**src/rtl/n64_vinfo_ext.sv**
```systemverilog
// n64_vinfo_ext: line counter and PAL/NTSC, 480i/240p classifier fed by the demux sync nibble.
// Latency: all actions take effect on the nDSYNC-low sampling edge itself; vsync_pulse_o is high for exactly one VCLK.
// Backpressure: none; the block follows the fixed 1-in-4 nDSYNC cadence and cannot stall the demux.
//
// Ports:
//   VCLK, RST          video clock, asynchronous active-high reset
//   nDSYNC, Sync_i     sync-nibble strobe (active low) and nibble {nVSYNC, nCLAMP, nHSYNC, nCSYNC}
//   palmode_o          1 = PAL, 0 = NTSC
//   n64_480i_o         1 = interlaced
//   field_o            field id, 0 whenever progressive
//   vsync_pulse_o      one-VCLK pulse per detected field start
//   lines_o            line count of the last completed field
//   locked_o           outputs confirmed by STABLE_FIELDS agreeing fields
module n64_vinfo_ext #(
  parameter int CNT_W         = 10,
  parameter int LINE_THRESH   = 290,
  parameter int STABLE_FIELDS = 2
) (
  input  logic             VCLK,
  input  logic             RST,
  input  logic             nDSYNC,
  input  logic [3:0]       Sync_i,
  output logic             palmode_o,
  output logic             n64_480i_o,
  output logic             field_o,
  output logic             vsync_pulse_o,
  output logic [CNT_W-1:0] lines_o,
  output logic             locked_o
);

  localparam logic [0:0]       S_WAIT_VS = 1'b0;
  localparam logic [0:0]       S_COUNT   = 1'b1;
  localparam logic [CNT_W-1:0] CNT_MAX   = '1;
  localparam logic [CNT_W-1:0] THRESH    = CNT_W'(LINE_THRESH);
  localparam logic [2:0]       STABLE_N  = 3'(STABLE_FIELDS);

  logic [0:0]       state;
  logic [3:0]       sync_prev;
  logic [CNT_W-1:0] line_cnt;
  logic             prev_cnt_lsb;
  logic             first_field;   // no previous field LSB yet to compare against
  logic             cand_pal;
  logic             cand_i;
  logic [2:0]       stable_cnt;

  logic             hs_fall;
  logic             vs_fall;
  logic             cand_pal_new;
  logic             cand_i_new;
  logic             cand_match;
  logic             commit;
  logic             differs;
  logic             i_next;
  logic [2:0]       stable_nx;
  logic             sync_unused;

  // nCLAMP and nCSYNC are carried in the nibble but play no part in detection.
  assign sync_unused = ^{sync_prev[2], sync_prev[0], Sync_i[2], Sync_i[0]};

  assign hs_fall = sync_prev[1] & ~Sync_i[1];
  assign vs_fall = sync_prev[3] & ~Sync_i[3];

  // Field-end classification and hysteresis, evaluated against the field just closing.
  always_comb begin
    cand_pal_new = 1'b0;
    cand_i_new   = 1'b0;
    cand_match   = 1'b0;
    stable_nx    = 3'd1;
    commit       = 1'b0;
    differs      = 1'b0;
    i_next       = n64_480i_o;

    cand_pal_new = (line_cnt >= THRESH);
    // Interlaced fields alternate between odd and even line counts.
    cand_i_new   = (line_cnt[0] != prev_cnt_lsb);
    cand_match   = ({cand_pal_new, cand_i_new} == {cand_pal, cand_i});
    if (cand_match)
      stable_nx = (stable_cnt >= STABLE_N) ? STABLE_N : stable_cnt + 3'd1;
    commit  = (stable_nx >= STABLE_N);
    differs = ({cand_pal_new, cand_i_new} != {palmode_o, n64_480i_o});
    if (commit)
      i_next = cand_i_new;
  end

  always_ff @(posedge VCLK or posedge RST) begin
    if (RST) begin
      state         <= S_WAIT_VS;
      sync_prev     <= 4'hF;
      line_cnt      <= '0;
      prev_cnt_lsb  <= 1'b0;
      first_field   <= 1'b0;
      cand_pal      <= 1'b0;
      cand_i        <= 1'b0;
      stable_cnt    <= 3'd0;
      palmode_o     <= 1'b0;
      n64_480i_o    <= 1'b0;
      field_o       <= 1'b0;
      vsync_pulse_o <= 1'b0;
      lines_o       <= '0;
      locked_o      <= 1'b0;
    end else begin
      vsync_pulse_o <= 1'b0;
      if (!nDSYNC) begin
        sync_prev <= Sync_i;
        case (state)
          S_WAIT_VS: begin
            // A coincident hsync is ignored here; counting starts from zero.
            if (vs_fall) begin
              line_cnt      <= '0;
              state         <= S_COUNT;
              first_field   <= 1'b1;
              vsync_pulse_o <= 1'b1;
            end
          end
          S_COUNT: begin
            if (vs_fall) begin
              vsync_pulse_o <= 1'b1;
              lines_o       <= line_cnt;
              prev_cnt_lsb  <= line_cnt[0];
              first_field   <= 1'b0;
              // vsync closes the field; a coincident hsync belongs to the new one.
              line_cnt      <= hs_fall ? CNT_W'(1) : '0;
              if (!first_field) begin
                cand_pal   <= cand_pal_new;
                cand_i     <= cand_i_new;
                stable_cnt <= stable_nx;
                field_o    <= i_next ? line_cnt[0] : 1'b0;
                if (commit) begin
                  palmode_o  <= cand_pal_new;
                  n64_480i_o <= cand_i_new;
                  locked_o   <= 1'b1;
                end else if (!cand_match && differs) begin
                  locked_o <= 1'b0;
                end
              end
            end else if (hs_fall) begin
              if (line_cnt == CNT_MAX - CNT_W'(1)) begin
                // Runaway field: no vsync seen, drop lock and resynchronise.
                line_cnt <= CNT_MAX;
                state    <= S_WAIT_VS;
                locked_o <= 1'b0;
              end else begin
                line_cnt <= line_cnt + CNT_W'(1);
              end
            end
          end
          default: state <= S_WAIT_VS;
        endcase
      end
    end
  end

endmodule
```
**config.mk**
```make
export PLATFORM = sky130hd
export DESIGN_NAME = n64_vinfo_ext
export DESIGN_NICKNAME = d
export VERILOG_FILES = /design/src/rtl/n64_vinfo_ext.sv
export SDC_FILE = /design/constraint.sdc
export NUM_CORES = 1
export LEC_CHECK = 0
export BUFFER_PORTS_ARGS = -buffer_cell sky130_fd_sc_hd__buf_2
export CAP_MARGIN = 20
export CORE_MARGIN = 8
export CORE_UTILIZATION = 45
export CTS_CLUSTER_SIZE = 28
export DETAILED_ROUTE_END_ITERATION = 16
export GPL_ROUTABILITY_DRIVEN = 0
export SLEW_MARGIN = 10
export SYNTH_ARGS = -nofsm -noshare
export SYNTH_HDL_FRONTEND = slang
export SYNTH_SLANG_ARGS = --single-unit
export TNS_END_PERCENT = 5
```
**constraint.sdc**
```tcl
create_clock -name VCLK -period 5.85 [get_ports VCLK]
set_input_delay 1.17 -clock VCLK [delete_from_list [all_inputs] [get_ports VCLK]]
set_output_delay 1.17 -clock VCLK [all_outputs]
set_load 0.05 [all_outputs]
```
==> results.md, run 1 <==
- Outcome: finished, final reports clean
- Clock tree buffer depth: 2
- Arrival time worst endpoint: between 2 and 3 ns
- Yosys warns: 0
- Hpwl dp: approximately 2700 um
- Worst setup endpoint: n64_480i_o
- Clock group share of total power: ~23%
- Number of global-route vias before repair: ~1400
- Post-synth top area share: a little over two fifths
- Gate power share: between 30 and 40%
- Switching Share: 39.16%
- Via Count: 1395
- Net Sw Power: about 0.30 mW
- First-pass GRT wire length: around 6500 um
- WL per Instance: between 15 and 20 um
- Fillers: about 380
- Peak VDD IR: 0.2137 mV
- Crit-path max FO: 9
- Max cap viols: 0
- Finished Cell Area: ~0.0020 mm2
- Worst Setup End Kind: flop
- Total power: 0.7732 mW
- Worst reg2reg path startpoint: line_cnt[0]
- Ys flop type: dfrtp_1
- Final period utilization: a little over two fifths
- Setup violations, final: 0
- Synthesized area: 0.001831 mm2
- CTS Buf Count: 5
- FF-to-FF path depth: 7
- Reg power frac: between 40% and 50%
- Ratio of cells with drive above 1 in the final layout: a little over a quarter
- Placed Cells incl. Taps: approximately 240
- Core area: 0.003971 mm2
- Tot GR Track Use: between 10% and 20%
- Power Density: approximately 380 mW/mm2
- Sequential share of the synthesized area: a little under half
- Post-Route WL: roughly 3700 um
- Synth area leader: dfrtp_1
- DR vias/cell: 5.717
- RSZ-0062 raised after global routing: false
- Top area cells in the synthesized netlist: dfrtp_1 (44%), mux2_2 (7.4%), a22o_1 (4.3%)
- Hold_ws: roughly 0.50 ns
- Hold buffer count at cts: 0
- Clock latency at the later pin of the worst-skew pair: approximately 0.28 ns
- Worst Hold Launch: field_o
- Area growth, synth to finish: 10.73%
- Post-Route Skew: 0.005033 ns
- CP Launch Point: Sync_i[3]
- Antenna-violating nets left: 0
- Initial antenna violation count: 0
- Die height: about 80 um
- Drt pass-1 iters: 4
- Antenna cell count: 0
- Yosys cell types: 42
- Post-CTS Setup Repair Bufs: 0
- Num rows: 23
- H-tree Lvls: 2
- Final non-filler cell total: ~240
- Clock slew at reported path FFs: 0.06 ns
- Post-synth EDFFs: 0
- Clock Root Buffer: clkbuf_8
- Hold Path Class: reg2reg
- Int Pwr: roughly 0.47 mW
- Startpoint Class: input port
- CTS-repair resized insts: 0
- Fmax: 0.3974 GHz
- DR iter-0 viols: 90
- Cells after Synth: between 150 and 200
- Asr flop ratio synth: between 90% and 100%
- Crit path kind: in2reg
- P_leak: slightly below 1 nW
- Syn_nets: between 150 and 200
- Mean cell area of the mapped netlist: 10.58 um2
- Worst-Margin Slew: between 0.7 and 0.8 ns
- CTS tree: built
- Area post-placement: 0.001937 mm2
- Die X: about 80 um
- Die area: 0.006365 mm2
- Worst R2R Setup Slack: ~3.7 ns
- Max-slew headroom: between 40% and 50%
- Final Critical Period: roughly 2.5 ns
- Final hold viol count: 0
- Crit path required time: approximately 6.0 ns
- Drt drc: 0
- Setup_tns: 0 ns
- Total gr overflow: 0
- Number of nets in the layout: just over 200
- Fin. max-slew vios: 0
- Initial Util: 46.09%
- Largest net degree at the start of global routing: 35
- Boundary Pins: 22
- Seq cells post-synth: 34
- Clock sinks: 34
- R2r endpoint: n64_480i_o
- Port Buf Inserts: 19
==> per-stage QoR <==
step	setup WS (ns)	utilization, %
2_1_floorplan	3.448	-
3_3_place_gp	3.051	48.77
3_5_place_dp	3.019	48.77
4_1_cts	3.319	51.04
5_1_grt	3.204	51.04
6_report	3.334	51.04
==> worst min-delay path by stage <==
stage / end / slack, ns / cells after the start
2_1_floorplan: stable_cnt[2] / 0.47 / 2
3_3_place_gp: field_o / 0.47 / 2
3_5_place_dp: field_o / 0.49 / 2
4_1_cts: field_o / 0.50 / 2
5_1_grt: lines_o[6] / 0.51 / 1
6_report: field_o / 0.50 / 2
==> layer usage <==
metal | track usage (%) | up-vias | share of wire [%]
li1 | - | 661 | -
met2 | 18.91 | 38 | 45
met4 | 5.818 | 0 | 1.4
met1 | 16.72 | 689 | 49
met5 | 0 | - | 0
met3 | 3.378 | 7 | 4.8
==> logic make-up (layout without fill, tap and decap cells) <==
group / Yosys count / after routing / share of synthesized area (%)
buf+inv: 16 / 37 / 5.058
flops: 34 / 34 / 46.62
fa+ha+maj: 4 / 4 / 2.734
simple gates: 56 / 56 / 17.09
mux: 15 / 15 / 9.296
compound gates: 44 / 44 / 16.88
xor+xnor: 4 / 4 / 2.324
==> cell usage after synthesis, types with 4 or more instances <==
library cell	number
a21oi_1	6
nor2_1	9
a22o_1	9
dfrtp_1	32
o21ai_0	15
inv_1	9
ha_1	4
a31oi_1	4
mux2_2	12
nand2_1	17
nand3_1	9
==> power by group through the flow <==
stage,Sequential (mW),Clock [mW],Combinational [mW]
after floorplan,0.367,0,0.178
after global placement,0.318,0,0.273
after detailed placement,0.321,0,0.279
after CTS,0.316,0.182,0.281
after global routing,0.324,0.191,0.303
final,0.316,0.176,0.281
==> flip-flops by register name (all words and copies together), names as in the netlist <==
name	count
line_cnt	10
lines_o	10
stable_cnt	3
sync_prev	2
cand_i	1
cand_pal	1
field_o	1
first_field	1
locked_o	1
n64_480i_o	1
palmode_o	1
state	1
vsync_pulse_o	1
==> critical path, cell delays in order <==
cell,delay (ns)
buf_2,0.12
nor2b_4,0.17
nand2b_1,0.23
nor3b_2,0.46
nand4_2,0.20
mux2_4,0.33
==> cell usage in the layout (no fill, tap or decap), drive strengths merged, types with 3 or more instances in the layout <==
cell type / n
nand4: 3
dfrtp: 32
and2: 3
nand2: 17
inv: 9
a31oi: 4
nor3: 3
clkbuf: 8
a22o: 9
a21oi: 6
xnor2: 3
nor2: 9
o21ai: 16
and3: 3
ha: 4
mux2: 13
nand3: 9
buf: 20
==> area by class of cell <==
cell class                      count  area, um2  share of cell area (%)
Sequential cell                    34      853.3                   42.10
Multi-Input combinational cell    123      884.6                   43.64
Tap cell                           50      62.56                   3.086
Clock buffer                        8      90.09                   4.444
Inverter                            9      33.78                   1.667
Timing Repair Buffer               20      102.6                   5.062
Power figures use the tool's default switching activity.
==> run 2: changes to the inputs <==
- ABC_AREA: unset -> 1
- clock period: 5.85 -> 2.4 ns (I/O delays scaled with it)
==> results.md, run 2 <==
- Seq cells post-synth: 34
- Synthesized area: 0.001846 mm2
- Synth area leader: dfrtp_1
- Die height: about 80 um
- Hpwl dp: between 2000 and 3000 um
- Worst-Margin Slew: slightly above 0.5 ns
- Final Critical Period: ~1.8 ns
- Number of global-route vias before repair: 1351
- Mux cell area share after synthesis: 0%
- Hold buffer count at cts: 0
- Asr flop ratio synth: 100.0%
- Most frequent CP cell: nand2_2
- Worst Setup End Kind: flop
- Initial Util: 46.47%
- Antenna cell count: 0
- Drt drc: 0
- DR iter-0 viols: 78
- GRT Max-Usage Layer: met2
- Max-slew headroom: 65.45%
- Max incr delay on CP: 0.49 ns
- CTS-repair resized insts: 0
- Biggest regs: line_cnt x10, lines_o x10, stable_cnt x3
- CP bufs+invs: 2
- Startpoint Class: flop
- Fin. max-slew vios: 0
- Syn_nets: 232
- Die area: 0.006406 mm2
- Sequential share of the synthesized area: 46.24%
- Initial antenna violation count: 0
- Delay-heaviest family, CP: simple AND/OR/NAND/NOR gates
- Final period utilization: 76.51%
- Tot GR Track Use: between 10% and 20%
- Post-Route WL: around 3600 um
- Crit-path max FO: 6
- Fmax: roughly 0.54 GHz
- Core area: approximately 0.004 mm2
- Top area cells in the synthesized netlist: dfrtp_1 (43%), nand2_1 (9.4%), o21ai_0 (6.8%)
- Clock latency at the later pin of the worst-skew pair: approximately 0.29 ns
- GRT met1 Usage: 16.77%
- Clock sinks: 34
- Core Util, Final: 51.70%
- Yosys cell types: 31
- Power Density: 965.6 mW/mm2
- Peak VDD IR: 0.3792 mV
- WL per Instance: 12.13 um
- Crit path required time: approximately 2.6 ns
- Setup_tns: 0 ns
- Post-synth top area share: 43.39%
- CTS tree: built
- Arrival time worst endpoint: roughly 2 ns
- CP max-delay cell: dfrtp_1
- Number of nets in the layout: 254
- Hold Path Class: in2async
- Post-synth EDFFs: 0
- Drt pass-1 iters: 4
- Yosys warns: 0
- Clock tree buffer depth: 2
- Die X: about 80 um
- Crit path kind: reg2reg
- Largest family of logic cells by synthesized area: simple AND/OR/NAND/NOR gates
- Post-synthesis simple-gate area fraction: between 20% and 30%
- Cells after Synth: 221
- CTS Buf Count: 5
- DR vias/cell: ~4.8
- Num rows: 23
- Ys flop type: dfrtp_1
- Post-CTS Setup Repair Bufs: 0
- Commonest cells after routing, fill and taps aside: nand2_1 (46), dfrtp_1 (32), inv_1 (26)
- Antenna-violating nets left: 0
- CP cell instances: inv_2, ha_1, inv_1, nand3_1, nand2_2, nand2_2, nand2_2, nand4_2, nand2_2, nand2_2, nor2_1, a21oi_1
- GR Util met3: 4.730%
- Via Count: about 1400
- Final hold viol count: 0
- Max cap viols: 0
- First-pass GRT wire length: between 6000 and 7000 um
- Clock Root Buffer: clkbuf_8
- Met2 global-route usage: 17.70%
- Setup violations, final: 0
- Outcome: finished, final reports clean
- P_leak: between 1 and 1.5 nW
- Compound-Gate Fraction of Synth Area: between 10% and 20%
- Top cells by count, synth: nand2_1 (46), dfrtp_1 (32), inv_1 (26)
- Total gr overflow: 0
- Port Buf Inserts: 19
- Area growth, synth to finish: 11.25%
- H-tree Lvls: 2
- Commonest non-fill, non-tap cell in the layout: nand2_1
- Post-Route Skew: around 0.0028 ns
- Synth Area in XOR/XNOR: 4.203%
- Post-Synth Adder-Cell Area: roughly 2.7%
- RSZ-0062 raised after global routing: false
- Ratio of cells with drive above 1 in the final layout: around a quarter
- Mean cell area of the mapped netlist: ~8.4 um2
- Clock slew at reported path FFs: about 0.07 ns
- Boundary Pins: 22
- Largest net degree at the start of global routing: 35
- Top-count cell post-synth: nand2_1
==> run 2: changes by cell type in the layout (fill, tap and decap cells not counted), moves of 9 or more <==
cell,previous run,this run
mux2_2,12,0
inv_2,0,9
o21ai_0,15,25
nand2_1,17,46
inv_1,9,26
a22o_1,9,0
==> run 2: per-layer routing <==
layer  vias to the layer above  share of wire (%)
met3                         6                3.9
met4                         0                1.5
met1                       639                 52
met2                        15                 43
met5                         -                  0
li1                        752                  -
==> run 2: final cells by class <==
type	count	area, um2
well taps	50	62.56
repair buffers	21	110.1
clock buffers	8	80.08
multi-input cells	146	815.8
fillers	399	1918
flip-flops and latches	34	853.3
inverters	35	131.4
==> run 2: report_power, final <==
part / switching (mW) / leakage (nW) / internal, mW / total [mW]
Clock: 0.202 / 0.0395 / 0.206 / 0.408
Combinational: 0.555 / 0.580 / 0.222 / 0.777
Sequential: 0.0983 / 0.439 / 0.699 / 0.798
==> run 2: worst paths after layout <==
kind                           endpoint  slack, ns  cells past startpoint   startpoint
min                          lines_o[5]       0.27                      3          RST
max in group asynchronous  sync_prev[1]       1.78                      3          RST
max reg2reg                   palmode_o       0.56                     12  line_cnt[0]
min reg2reg                  lines_o[9]       0.48                      2   lines_o[9]
max                           palmode_o       0.56                     12  line_cnt[0]
min in group VCLK          sync_prev[3]       0.42                      3    Sync_i[3]
==> run 2: logic make-up (layout without fill, tap and decap cells) <==
kind of cell    Yosys count  count (layout)
flops                    34              34
xor+xnor                  8               8
compound gates           44              44
buf+inv                  41              64
fa+ha+maj                 4               4
simple gates             90              90
==> run 2: per-stage QoR <==
step                      setup slack (ns)  instances  power [mW]  cell area (um2)  hold slack (ns)
final                               0.5638        294       1.983             2053           0.2743
after detailed placement            0.5572        286       1.596             1973           0.4623
after global placement              0.5758        286       1.585             1973           0.4552
after global routing                0.3749        294       2.130             2053           0.3074
after floorplan                     0.8039        221       1.440             1846           0.4588
after CTS                           0.5456        294       2.009             2053           0.2928
==> run 2: tightest hold or removal path: cells and delay by family <==
kind     cells  cell delay [ns]
buf+inv      3             0.50
